$ cat src/rtl/mem_arb_pkg.sv
// Shared types for the two-master memory port arbiter: owner encoding and
// the per-requester transaction bundle.
package mem_arb_pkg;

    localparam int ARB_ADDR_WIDTH = 16;

    typedef enum logic [1:0] {
        OWN_NONE = 2'd0,
        OWN_M0   = 2'd1,
        OWN_M1   = 2'd2
    } owner_t;

    // addr width tracks ARB_ADDR_WIDTH; the arbiter's ADDR_WIDTH should match it
    typedef struct packed {
        logic [ARB_ADDR_WIDTH-1:0] addr;
        logic                      wr;
        logic                      byt;
        logic [15:0]               wdata;
    } arb_req_t;

endpackage

$ cat src/rtl/mem_arbiter.sv
// Round-robin arbiter with bounded bursts sharing one synchronous-read memory
// port between the CPU (M0) and the loader/DMA engine (M1).
module mem_arbiter
    import mem_arb_pkg::*;
#(
    parameter int ADDR_WIDTH = 16,
    parameter int MAX_BURST  = 8
) (
    input  logic                  clk,
    input  logic                  rst,
    input  logic                  req0,
    input  logic [ADDR_WIDTH-1:0] addr0,
    input  logic                  wr0,
    input  logic                  byt0,
    input  logic [15:0]           wdata0,
    output logic                  gnt0,
    output logic                  rvalid0,
    output logic [15:0]           rdata0,
    input  logic                  req1,
    input  logic [ADDR_WIDTH-1:0] addr1,
    input  logic                  wr1,
    input  logic                  byt1,
    input  logic [15:0]           wdata1,
    output logic                  gnt1,
    output logic                  rvalid1,
    output logic [15:0]           rdata1,
    output logic [ADDR_WIDTH-1:0] mem_addr,
    output logic                  mem_wr,
    output logic                  mem_byt,
    output logic [15:0]           mem_wdata,
    input  logic [15:0]           mem_rdata
);

    localparam logic [7:0] BURST_LAST = 8'(MAX_BURST - 1);

    owner_t     owner_q, owner_d;
    owner_t     lastOwner_q;
    logic [7:0] burstCnt_q, burstCnt_d;
    logic       rvalid0_q, rvalid1_q;
    logic       txn0, txn1;
    arb_req_t   sel;

    function automatic owner_t next_owner(owner_t cur, owner_t last,
                                          logic r0, logic r1, logic expired);
        owner_t nxt;
        nxt = cur;
        case (cur)
            OWN_M0: begin
                if (!r0)                nxt = r1 ? OWN_M1 : OWN_NONE;
                else if (expired && r1) nxt = OWN_M1;
                else                    nxt = OWN_M0;
            end
            OWN_M1: begin
                if (!r1)                nxt = r0 ? OWN_M0 : OWN_NONE;
                else if (expired && r0) nxt = OWN_M0;
                else                    nxt = OWN_M1;
            end
            default: begin
                if (r0 && r1)  nxt = (last == OWN_M0) ? OWN_M1 : OWN_M0;
                else if (r0)   nxt = OWN_M0;
                else if (r1)   nxt = OWN_M1;
                else           nxt = OWN_NONE;
            end
        endcase
        return nxt;
    endfunction

    assign gnt0    = (owner_q == OWN_M0);
    assign gnt1    = (owner_q == OWN_M1);
    assign rvalid0 = rvalid0_q;
    assign rvalid1 = rvalid1_q;
    assign rdata0  = mem_rdata;
    assign rdata1  = mem_rdata;

    // Gating with rst aborts any in-flight write during the reset cycle itself
    assign txn0 = gnt0 & req0 & ~rst;
    assign txn1 = gnt1 & req1 & ~rst;

    always_comb begin
        sel = '0;
        if (txn0)      sel = '{addr: addr0, wr: wr0, byt: byt0, wdata: wdata0};
        else if (txn1) sel = '{addr: addr1, wr: wr1, byt: byt1, wdata: wdata1};
    end

    assign mem_addr  = sel.addr;
    assign mem_wr    = sel.wr;
    assign mem_byt   = sel.byt;
    assign mem_wdata = sel.wdata;

    always_comb begin
        owner_d = next_owner(owner_q, lastOwner_q, req0, req1,
                             burstCnt_q == BURST_LAST);
        if (owner_d != owner_q || owner_d == OWN_NONE)
            burstCnt_d = 8'd0;
        else if ((txn0 || txn1) && burstCnt_q != BURST_LAST)
            burstCnt_d = burstCnt_q + 8'd1;
        else
            burstCnt_d = burstCnt_q;
    end

    // lastOwner starts at M1 so the first tie after reset goes to the CPU
    always_ff @(posedge clk) begin
        if (rst) begin
            owner_q     <= OWN_NONE;
            lastOwner_q <= OWN_M1;
            burstCnt_q  <= 8'd0;
            rvalid0_q   <= 1'b0;
            rvalid1_q   <= 1'b0;
        end else begin
            owner_q    <= owner_d;
            burstCnt_q <= burstCnt_d;
            if (owner_d != owner_q && owner_d != OWN_NONE)
                lastOwner_q <= owner_d;
            rvalid0_q <= txn0 & ~wr0;
            rvalid1_q <= txn1 & ~wr1;
        end
    end

endmodule

$ cat config.mk
export PLATFORM = sky130hd
export DESIGN_NAME = mem_arbiter
export DESIGN_NICKNAME = d
export VERILOG_FILES = /design/src/rtl/mem_arb_pkg.sv /design/src/rtl/mem_arbiter.sv
export SDC_FILE = /design/constraint.sdc
export NUM_CORES = 1
export LEC_CHECK = 0
export ABC_AREA = 0
export BUFFER_PORTS_ARGS = -buffer_cell sky130_fd_sc_hd__buf_4
export CORE_MARGIN = 1
export CORE_UTILIZATION = 37
export DETAILED_ROUTE_END_ITERATION = 12
export PLACE_DENSITY = 0.87
export SLEW_MARGIN = 10
export SYNTH_ARGS = -nofsm -noshare
export SYNTH_HDL_FRONTEND = slang
export SYNTH_SLANG_ARGS = --single-unit
$ cat constraint.sdc
create_clock -name clk -period 6 [get_ports clk]
set_input_delay 0.3 -clock clk [delete_from_list [all_inputs] [get_ports clk]]
set_output_delay 0.3 -clock clk [all_outputs]
set_load 0.005 [all_outputs]
==> results of run 1 <==
where the power goes:
part | switching [uW] | internal, uW | total [uW]
Sequential | 5.60 | 97.1 | 103
Clock | 31.1 | 58.0 | 89.1
Combinational | 42.5 | 61.1 | 104
sequential cells by signal, indices dropped and copies added, names as in the netlist:
signal / flops
lastOwner_q: 2
rvalid1: 1
rvalid0: 1
owner_q: 2
burstCnt_q: 8
per-layer routing:
| layer | share of wire, % | GRT usage (%) | vias up | wire, um |
|---|---|---|---|---|
| li1 | - | - | 757 | - |
| met1 | 38 | 23.21 | 728 | 1655 |
| met2 | 52 | 37.37 | 90 | 2281 |
| met3 | 9.7 | 5.616 | 4 | 424 |
| met4 | 0.39 | 3.125 | 0 | 17 |
| met5 | 0 | 0 | - | 0 |
layout make-up:
type	count	area share (%)
clock buffers	4	2.627
inverters	3	0.5373
multi-input cells	109	40.84
flip-flops and latches	14	13.37
well taps	48	2.866
repair buffers	111	39.76
placed cells by master, fill, tap and decap left out, types with 3 or more instances in the layout:
| cell type | n |
|---|---|
| buf_4 | 111 |
| a22o_1 | 34 |
| dfxtp_1 | 14 |
| a21oi_1 | 9 |
| xor2_1 | 6 |
| nand2_1 | 5 |
| nand3_1 | 5 |
| nor2_1 | 4 |
| clkbuf_8 | 4 |
| inv_1 | 3 |
| nor4_1 | 3 |
| o31ai_1 | 3 |
| nand4_1 | 3 |
| ha_1 | 3 |
through the flow:
stage | worst slack, ns | instance area, sq um
final | 3.310 | 2096
after global routing | 3.187 | 2096
after floorplan | 3.712 | 1409
after global placement | 3.611 | 2041
after CTS | 3.316 | 2096
after detailed placement | 3.562 | 2041
how the worst min path moves through the flow:
stage               cells past startpoint       to  slack (ns)  start
floorplan                               1  rvalid0        0.37    wr0
global placement                        2  rvalid1        0.49    wr1
detailed placement                      2  rvalid0        0.48    wr0
CTS                                     2  rvalid0        0.23    wr0
global route                            2  rvalid0        0.23    wr0
finish                                  2  rvalid0        0.23    wr0
cell families (layout without fill, tap and decap cells):
| family | after synthesis | count (layout) | synth area share [%] |
|---|---|---|---|
| xor+xnor | 7 | 7 | 4.352 |
| fa+ha+maj | 3 | 3 | 2.665 |
| mux | 2 | 2 | 1.421 |
| compound gates | 57 | 57 | 33.13 |
| flops | 14 | 14 | 19.89 |
| buf+inv | 42 | 118 | 19.72 |
| simple gates | 40 | 40 | 18.83 |
==> qor.txt, run 1 <==
CTS Hold Bufs: 0
worst-path fanout max: 35
pin count of the biggest net entering global routing: 36
Worst EP required: 5.70 ns
wire length per cell: 15.15 um
post-CTS setup buffer count: 0
final wirelength: 4379 um
Core Region: 3661 sq um
crit-path cells: ha_1, nand2_1, nor2_2, buf_4, nor2_2, buf_4, a22o_1, buf_4
Root Driver: clkbuf_8
Worst Hold Slack: 0.2256 ns
wire length of the first global-routing pass: 6589 um
DRC violations left: 0
Hold Vio Cnt, Final: 0
setup TNS: 0 ns
min Tclk post-route: 2.690 ns
IO Port Bufs: 109
H-tree depth: 1
Initial DRC Count: 46
Multi-input gate area: 855.8 sq um
Worst IR Drop VDD: 0.1081 mV
Initial Utilization: 38.48%
max-cap violations: 0
Synth Warn #: 0
Overflow after GRT: 0
Worst Setup Start Kind: register
Worst EP arrival: 2.39 ns
Ports: 158
Detail Route Antenna Nets: 0
Area growth syn-to-layout: 48.76%
final cell count without fillers: 289
Synth area leaders: a22o_1 21%, dfxtp_1 20%, buf_4 17%, xor2_1 3.7%, a21oi_1 3.2%
reg2reg setup slack: 3.46 ns
Seq/Total Area, Yosys: 19.89%
initial antenna violation count: 0
Rows: 22
number of buffers created by CTS: 3
Die Wd: 63.71 um
share of post-route cells with drive strength above 1: 51.45%
Worst Setup End Kind: primary output
Hold Path Class: input pin to register
fmax: 371.7 MHz
Vias: 1579
FILL cells: 337
clock latency on the worst-skew pair: 0.24 ns
total power: 295.4 uW
Worst Setup Path Type: register to primary output
Critical Path Max Stage Delay: 0.53 ns
RSZ-0062 raised after global routing: false
vias in the first global route: 1395
Slew @ Worst Pin: 0.5832 ns
final setup vio count: 0
status: complete, no violations
Reg area: 280.3 sq um
count leader, synth: a22o_1
Register-to-Register Path Depth: 6
Final #Nets: 333
Reg clk slew, reported paths: 0.06 ns
Buf/Inv on CP: 3
Cells after Synth: 165
Synth top area share: 21.14%
Slew HR: 60.57%
Final Skew: 0.002695 ns
CP endpoint: mem_wdata[11]
Worst path top cell family by delay: buffers and inverters
Post-synth EDFFs: 0
Synth top cells by count: 34 x a22o_1, 32 x buf_4, 14 x dfxtp_1, 9 x a21oi_1, 7 x clkbuf_1
Critical Path Most Common Cell: buf_4
number of stages on the worst setup path: 8
CP max-delay cell: dfxtp_1
area leader, netlist: a22o_1
clock buffer depth: 2
placed cells: 285
RR Endpoint: burstCnt_q[2]
Final period util: 44.83%
Pins Over Slew Limit: 0
die height: 63.71 um
CTS tree: built
post-cts resize count: 0
Reg2Reg Launch Point: burstCnt_q[0]
asr flop ratio synth: 0%
Pleak: 0.001013 uW
Pwr Density: 141.0 nW/um^2
CP Launch Point: owner_q[0]
Syn Area/Cell: 8.538 sq um
Tot GR Track Use: 20.26%
Clock Sinks: 14
Yosys reg bits: 14
synthesized area: 1409 sq um
final core occ: 57.25%
HPWL Detailed: 3441 um
1st-pass router iterations: 4
Yosys cell types: 39
final estimated routing congestion in global placement: 0.9349
die area: 4058 sq um
syn_nets: 256
ANT cells: 0
drt via density: 5.464
Top FF cell, synth: dfxtp_1
(Power assumes the default switching activity.)
==> run 2, diff against run 1 <==
Settings changed: CORE_UTILIZATION 37 to 34, PLACE_DENSITY 0.87 to 0.81.
Clock period 6 ns to 2.6 ns, I/O delays scaled along.
==> run 2 against run 1 <==
Via count shrank 3.5%. Setup slack lost 3.0 ns. Non-clock buffer count grew 3. Flip-flop and latch count did not move. Global-route usage down 2.3 points. Largest power group unchanged. Die area up 8.5%. Register-to-register slack worse by 3.2 ns.
==> qor.txt, run 2 (synthesized netlist as in run 1, its figures left out) <==
Die Wd: 66.37 um
Reg area: 280.3 sq um
Highest Signal Layer: met4
CP max-delay cell: dfxtp_1
final estimated routing congestion in global placement: 0.8662
FILL cells: 396
share of post-route cells with drive strength above 1: 51.85%
final core occ: 52.67%
Buf/Inv on CP: 2
final wirelength: 4316 um
Ports: 158
Worst Setup Start Kind: register
Largest register FFs: 8
min Tclk post-route: 2.292 ns
post-CTS setup buffer count: 0
Hold Path Class: input pin to register
Root Driver: clkbuf_8
number of buffers created by CTS: 3
Tot GR Track Use: 17.94%
max-cap violations: 0
Pleak: 0.001022 uW
Metal-1 WL: 1783 um
Worst path top cell family by delay: simple AND/OR/NAND/NOR gates
final setup vio count: 0
die area: 4405 sq um
clock buffer depth: 2
wire length per cell: 14.73 um
hold path startpoint: wr1
Slew HR: 65.33%
met2 routed wirelength: 2002 um
Worst Hold Slack: 0.06784 ns
RR Endpoint: burstCnt_q[5]
Initial Utilization: 35.22%
Critical Path Most Common Cell: buf_4
Critical Path Max Stage Delay: 0.40 ns
die height: 66.37 um
Hold Vio Cnt, Final: 0
Overflow after GRT: 0
H-tree depth: 1
Reg2Reg Launch Point: burstCnt_q[0]
ANT cells: 0
crit-path cells: ha_1, nor4b_1, buf_4, a211oi_1, buf_4, nor3_2, nand4_2, a21oi_1
Vias: 1524
Worst Setup Path Type: register to register
Worst IR Drop VDD: 0.3285 mV
Largest Register: burstCnt_q
IO Port Bufs: 109
Initial DRC Count: 30
1st-pass router iterations: 4
initial antenna violation count: 0
Core Region: 4000 sq um
Clock Sinks: 14
Detail Route Antenna Nets: 0
DRC violations left: 0
Register-to-Register Path Depth: 8
most common cell after layout, fill and taps aside: buf_4
commonest non-fill, non-tap cells in the layout: 114 x buf_4, 34 x a22o_1, 14 x dfxtp_1
Slew @ Worst Pin: 0.5200 ns
Area growth syn-to-layout: 49.56%
setup TNS: 0 ns
clock latency on the worst-skew pair: 0.24 ns
hold path depth: 2
HPWL Detailed: 3503 um
Final period util: 88.14%
Worst EP required: 2.77 ns
vias in the first global route: 1320
drt via density: 5.201
Rows: 23
Worst Setup End Kind: register
CTS tree: built
Largest regs: burstCnt_q (8), lastOwner_q (2), owner_q (2)
Worst EP arrival: 2.46 ns
RSZ-0062 raised after global routing: false
Pins Over Slew Limit: 0
status: complete, no violations
CTS Hold Bufs: 0
post-cts resize count: 0
Multi-input gate area: 855.8 sq um
worst-path fanout max: 8
wire length of the first global-routing pass: 6037 um
Final Skew: 0.004756 ns
fmax: 436.4 MHz
Reg clk slew, reported paths: 0.05 ns
pin count of the biggest net entering global routing: 35
reg2reg setup slack: 0.31 ns
Worst Hold End: rvalid1
met3 WL: 518 um
Final #Nets: 336
Pwr Density: 309.5 nW/um^2
-- run 2: changes by cell type in the layout (fill, tap and decap cells not counted), sizes merged --
cell    change
buf         +3
clkbuf      -1
-- run 2: routing by layer --
| metal | GRT usage [%] | vias up |
|---|---|---|
| li1 | - | 758 |
| met1 | 23.28 | 687 |
| met2 | 28.83 | 77 |
| met3 | 6.552 | 2 |
| met4 | 2.394 | 0 |
| met5 | 0 | - |
-- run 2: report_power, final --
part	total (uW)	internal [uW]	leakage, uW	switching [uW]
clock	171	102	0.0000216	69.2
combinational	247	145	0.000887	102
sequential	234	224	0.000114	9.55
total	652	472	0.00102	181
-- run 2: worst max path at each step --
| stage | from | endpoint | slack (ns) | cells past startpoint |
|---|---|---|---|---|
| after floorplan | owner_q[0] | lastOwner_q[0] | 0.31 | 8 |
| after global placement | burstCnt_q[0] | burstCnt_q[7] | 0.45 | 8 |
| after detailed placement | burstCnt_q[0] | burstCnt_q[5] | 0.36 | 8 |
| after CTS | burstCnt_q[0] | burstCnt_q[5] | 0.31 | 8 |
| after global routing | burstCnt_q[0] | burstCnt_q[4] | 0.11 | 8 |
| final | burstCnt_q[0] | burstCnt_q[5] | 0.31 | 8 |
-- run 2: metrics by stage --
step	total power (uW)	instance area [sq um]	setup WS (ns)	std cells
2_1_floorplan	380.3	1409	0.3121	165
3_3_place_gp	480.8	2066	0.4511	290
3_5_place_dp	484.4	2066	0.3633	290
4_1_cts	653.1	2107	0.3117	293
5_1_grt	687.1	2107	0.1064	293
6_report	652.1	2107	0.3083	293
-- run 2: final cells by class --
type / count / share of cell area, %
clock buffer: 3 / 1.960
timing repair buffer: 114 / 40.62
inverter: 3 / 0.5344
multi-input combinational: 109 / 40.62
tap: 50 / 2.969
sequential: 14 / 13.30
-- run 2: worst reg2reg max path, delay by kind of cell, from the launching register on --
| kind | cells | cell delay, ns |
|---|---|---|
| DFF | 1 | 0.40 |
| adders and majority gates | 1 | 0.26 |
| buffers and inverters | 2 | 0.34 |
| and+or+nand+nor | 3 | 0.93 |
| AOI/OAI and AO/OA | 2 | 0.29 |
